### config.mk
export PLATFORM = sky130hd
export DESIGN_NAME = clb_cfg_array
export DESIGN_NICKNAME = d
export VERILOG_FILES = /design/src/rtl/clb_cfg_array.sv
export SDC_FILE = /design/constraint.sdc
export NUM_CORES = 1
export LEC_CHECK = 0
export CAP_MARGIN = 20
export CORE_UTILIZATION = 55
export CTS_BUF_LIST = sky130_fd_sc_hd__clkbuf_4
export CTS_CLUSTER_DIAMETER = 200
export DETAILED_ROUTE_END_ITERATION = 12
export DONT_BUFFER_PORTS = 1
export GPL_TIMING_DRIVEN = 1
export PLACE_DENSITY = 0.76
export SLEW_MARGIN = 20
export SYNTH_ARGS = -nofsm -noshare
export SYNTH_HDL_FRONTEND = slang
export SYNTH_SLANG_ARGS = --single-unit
### constraint.sdc
create_clock -name K -period 2.5 [get_ports K]
set_input_delay 0.625 -clock K [delete_from_list [all_inputs] [get_ports K]]
set_output_delay 0.625 -clock K [all_outputs]
set_load 0.01 [all_outputs]
### src/rtl/clb_cfg_array.sv
// Configurable logic block: NUM_LE LUT+FF elements with a
// serially loaded, daisy-chainable configuration register.
module clb_cfg_array #(
  parameter int LUT_K  = 4,
  parameter int NUM_LE = 2
) (
  input  logic                    K,
  input  logic                    RN,
  input  logic                    CFG_EN,
  input  logic                    CFG_DIN,
  output logic                    CFG_DOUT,
  output logic                    CFG_DONE,
  input  logic [NUM_LE*LUT_K-1:0] I,
  input  logic                    CE,
  input  logic                    SR,
  output logic [NUM_LE-1:0]       O
);

  localparam int LUT_N      = 1 << LUT_K;
  localparam int CFG_PER_LE = LUT_N + 3;
  localparam int CFG_BITS   = NUM_LE * CFG_PER_LE;
  localparam int CW         = $clog2(CFG_BITS + 1);

  typedef enum logic [1:0] {
    IDLE   = 2'd0,
    LOAD   = 2'd1,
    START  = 2'd2,
    ACTIVE = 2'd3
  } state_t;

  state_t              state;
  state_t              state_nxt;
  logic [CFG_BITS-1:0] cfg;
  logic [CW-1:0]       cnt;
  logic [CW-1:0]       cnt_inc;
  logic                last;
  logic [NUM_LE-1:0]   q;
  logic [NUM_LE-1:0]   f;
  logic [NUM_LE-1:0]   osel;
  logic [NUM_LE-1:0]   init;
  logic                shift;
  logic                cnt_rst;
  logic                q_init;
  logic                q_cap;
  logic                active;

  assign cnt_inc = cnt + CW'(1);
  assign last    = (cnt_inc == CW'(CFG_BITS));

  always_ff @(posedge K or negedge RN) begin
    if (!RN) state <= IDLE;
    else     state <= state_nxt;
  end

  always_comb begin
    state_nxt = state;
    unique case (state)
      IDLE, ACTIVE:
        if (CFG_EN)
          state_nxt = (CFG_BITS == 1) ? START : LOAD;
      LOAD:
        if (CFG_EN && last) state_nxt = START;
      START:   state_nxt = ACTIVE;
      default: state_nxt = IDLE;
    endcase
  end

  always_comb begin
    shift   = 1'b0;
    cnt_rst = 1'b0;
    q_init  = 1'b0;
    q_cap   = 1'b0;
    active  = 1'b0;
    unique case (state)
      IDLE: begin
        shift   = CFG_EN;
        cnt_rst = CFG_EN;
      end
      LOAD:  shift = CFG_EN;
      START: q_init = 1'b1;
      ACTIVE: begin
        active  = 1'b1;
        shift   = CFG_EN;
        cnt_rst = CFG_EN;
        q_init  = SR;
        q_cap   = !SR && CE;
      end
      default: ;
    endcase
  end

  always_ff @(posedge K or negedge RN) begin
    if (!RN) begin
      cfg <= '0;
      cnt <= '0;
      q   <= '0;
    end else begin
      if (shift) begin
        cfg <= {CFG_DIN, cfg[CFG_BITS-1:1]};
        cnt <= cnt_rst ? CW'(1) : cnt_inc;
      end
      if (q_init)     q <= init;
      else if (q_cap) q <= f;
    end
  end

  for (genvar i = 0; i < NUM_LE; i++) begin : g_le
    logic [CFG_PER_LE-1:0] fld;
    logic [LUT_N-1:0]      lut;
    logic [LUT_K-1:0]      lin;
    logic [LUT_K-1:0]      idx;
    logic                  m;

    assign fld     = cfg[i*CFG_PER_LE +: CFG_PER_LE];
    assign lut     = fld[LUT_N-1:0];
    assign osel[i] = fld[LUT_N];
    assign init[i] = fld[LUT_N+2];
    assign lin     = I[i*LUT_K +: LUT_K];
    // Feedback swaps the MSB select for the element's own Q
    assign m       = fld[LUT_N+1] ? q[i] : lin[LUT_K-1];
    assign idx     = {m, lin[LUT_K-2:0]};
    assign f[i]    = lut[idx];
  end

  assign O        = active ? ((osel & q) | (~osel & f)) : '0;
  assign CFG_DONE = active;
  assign CFG_DOUT = cfg[0];

endmodule

==> results.yml <==
worst_setup_path:
  worst-endpoint-required_ns: 1.88
  end_kind: "output port"
  critPathArrivalTime_ns: 1.72
  critPathMaxFanout: 3
  r2r_slack_ns: 0.91
  start_kind: "flop"
  timing_worst_setup_path_type: "flop to output port"
clocking:
  clock_sinks: 48
  clkTransAtPathRegs_ns: 0.14
  post-cts-setup-buffers: 0
  clk_path_buf_depth: 2
  h-tree-depth: 2
  numCtsBuffers: 5
  cts-root-buf: "clkbuf_4"
  cts_tree: "yes"
  clkLatencyLatePin_ns: 0.36
detailed_routing:
  drc: 0
  vias: 1643
  wire_per_inst_um: 13.9
  ant_nets: 0
  first_pass_iters: 5
  via_per_inst: 5.46
  wl_um: 4190
  drt-initial-drc-count: 112
timing:
  finalCritPeriodShare_pct: 94.0
  tightest_slew_ns: 0.308
  layout_min_cycle_time_ns: 2.35
  rsz0062_at_grt: "no"
  hold_slack_ns: 0.0841
  tns_ns: 0
  setup_viol: 0
  max_freq_ghz: 0.426
  hold_violations: 0
  slew_viol_final: 0
  maxSlewHeadroom_pct: 79.5
  clock_skew_ns: 0.0120
yosys:
  syn-num-nets: 268
  synthArstFlopShare_pct: 100
  postSynthAreaPerCell_um2: 9.49
  netlist_top_cells_area: "dfrtp_1, nand2_1, mux4_1, mux2i_1, o21ai_0"
  synth_edf_count: 0
  yosys_register_bits: 48
  synth_top_flop_cell: "dfrtp_1"
  ys_types: 30
  synth_top_cell_area_share_pct: 50.8
  syn_area_mm2: 0.00236
  ys_warn_count: 0
  ys_seq_area_share_pct: 50.8
  synth_cells: 249
  synth_top_area_cell: "dfrtp_1"
layout:
  drive_gt1_share_pct: 8.37
  seqCellArea_mm2: 0.00120
  diodes: 0
  area_growth_pct: 5.82
  fill_cells: 345
  nets: 269
  multi_input_area_mm2: 0.00110
  mostFrequentLayoutCell: "nand2_1"
  layout_common_cells: "nand2_1, dfrtp_1, o21ai_0, mux4_1"
floorplan:
  die_h_um: 67.6
  core_area_mm2: 0.00406
  fp.dieArea_mm2: 0.00456
  die_w_um: 67.6
  start_util_pct: 58.2
  num_io_pins: 18
  row_count: 23
global_route:
  grt_max_degree: 49
  grt_overflow: 0
  track_usage_pct: 20.5
  grt_pass1_wl_um: 6790
  antenna_found_initial: 0
  grt_pass1_vias: 1484
min_path:
  hold_class: "input port to asynchronous set/reset pin"
placement:
  gp_congestion: 0.721
  hpwl_um: 2900
  port_buffers: 0
status:
  status: "finished clean"
power_and_ir_drop:
  vdd_drop_max_mv: 0.362
  power.density_mw_per_mm2: 734
  p_leak_nw: 1.32
flow_run:
  drv_cap: 0
-- area by class of cell --
class                           count  area share (%)
Clock buffer                        6            1.80
Sequential cell                    48            48.0
Tap cell                           50            2.50
Multi-Input combinational cell    183            43.9
Timing Repair Buffer                5            2.30
Clock inverter                      2           0.450
Inverter                            7            1.05
-- critical path: stages (launching register included) --
cell and delay (ns):
dfrtp_1 0.43, mux4_1 0.51, mux2i_1 0.16, mux2_4 0.19, a21oi_2 0.08
-- synthesized netlist by cell type (2+ instances only) --
| cell type | n |
|---|---|
| nor2_1 | 6 |
| nand3_1 | 5 |
| ha_1 | 5 |
| a21oi_2 | 2 |
| dfrtp_1 | 48 |
| nor2b_1 | 2 |
| o22ai_1 | 2 |
| a21oi_1 | 3 |
| mux2_4 | 2 |
| nand2_1 | 111 |
| mux4_1 | 8 |
| inv_1 | 7 |
| a22oi_1 | 2 |
| clkbuf_1 | 10 |
| mux2i_1 | 7 |
| o21ai_2 | 2 |
| o21ai_0 | 13 |
| xor2_1 | 2 |
-- logic make-up (layout without fill, tap and decap cells) --
kind of cell               after synthesis  after routing  synth area share [%]
AOI/OAI and AO/OA                       28             28                  7.31
xor gates and xnor gates                 2              2                 0.741
adders and majority gates                5              5                  2.65
buffers and inverters                   18             20                  2.86
DFF                                     48             48                  50.8
muxes                                   17             17                  13.1
and+or+nand+nor                        131            131                  22.5
-- flip-flops by register name, indices dropped and copies added (netlist names) --
name,flops
cnt,6
q,2
state,2
cfg,38
-- final timing paths --
| check | start | end | depth (start not counted) |
|---|---|---|---|
| max reg2reg | state[0] | cfg[15] | 6 |
| max | cfg[28] | O[1] | 4 |
| max in group asynchronous | RN | cfg[27] | 1 |
| min in group K | CFG_DIN | cfg[37] | 2 |
| min | RN | cfg[13] | 1 |
| min reg2reg | cfg[9] | cfg[8] | 2 |
-- report_power, final --
group | internal (mW) | total (mW) | switching (mW)
combinational | 0.200 | 0.445 | 0.246
clock | 0.118 | 0.364 | 0.245
sequential | 0.912 | 1.03 | 0.115
-- through the flow --
stage	power [mW]	cells	utilization (%)	instance area, µm²	setup WS (ns)
finish	1.83	301	61.6	2500	0.151
global placement	1.45	292	59.6	2420	0.326
global route	1.95	301	61.6	2500	0.0547
floorplan	1.36	249	-	2360	0.370
detailed placement	1.47	292	59.6	2420	0.278
CTS	1.85	301	61.6	2500	0.115
-- what timing repair did --
item,in CTS,in global routing
hold buffers,1,0
hold endpoints to repair,48,0
resized for setup,0,0
-- routing by layer --
| metal | wire length (µm) | global-route usage (%) | vias up |
|---|---|---|---|
| met5 | 0 | 0 | - |
| met4 | 54 | 6.38 | 0 |
| met3 | 195 | 5.57 | 5 |
| met2 | 1860 | 30.8 | 31 |
| met1 | 2080 | 28.7 | 779 |
| li1 | - | - | 828 |
(Power assumes the default switching activity.)
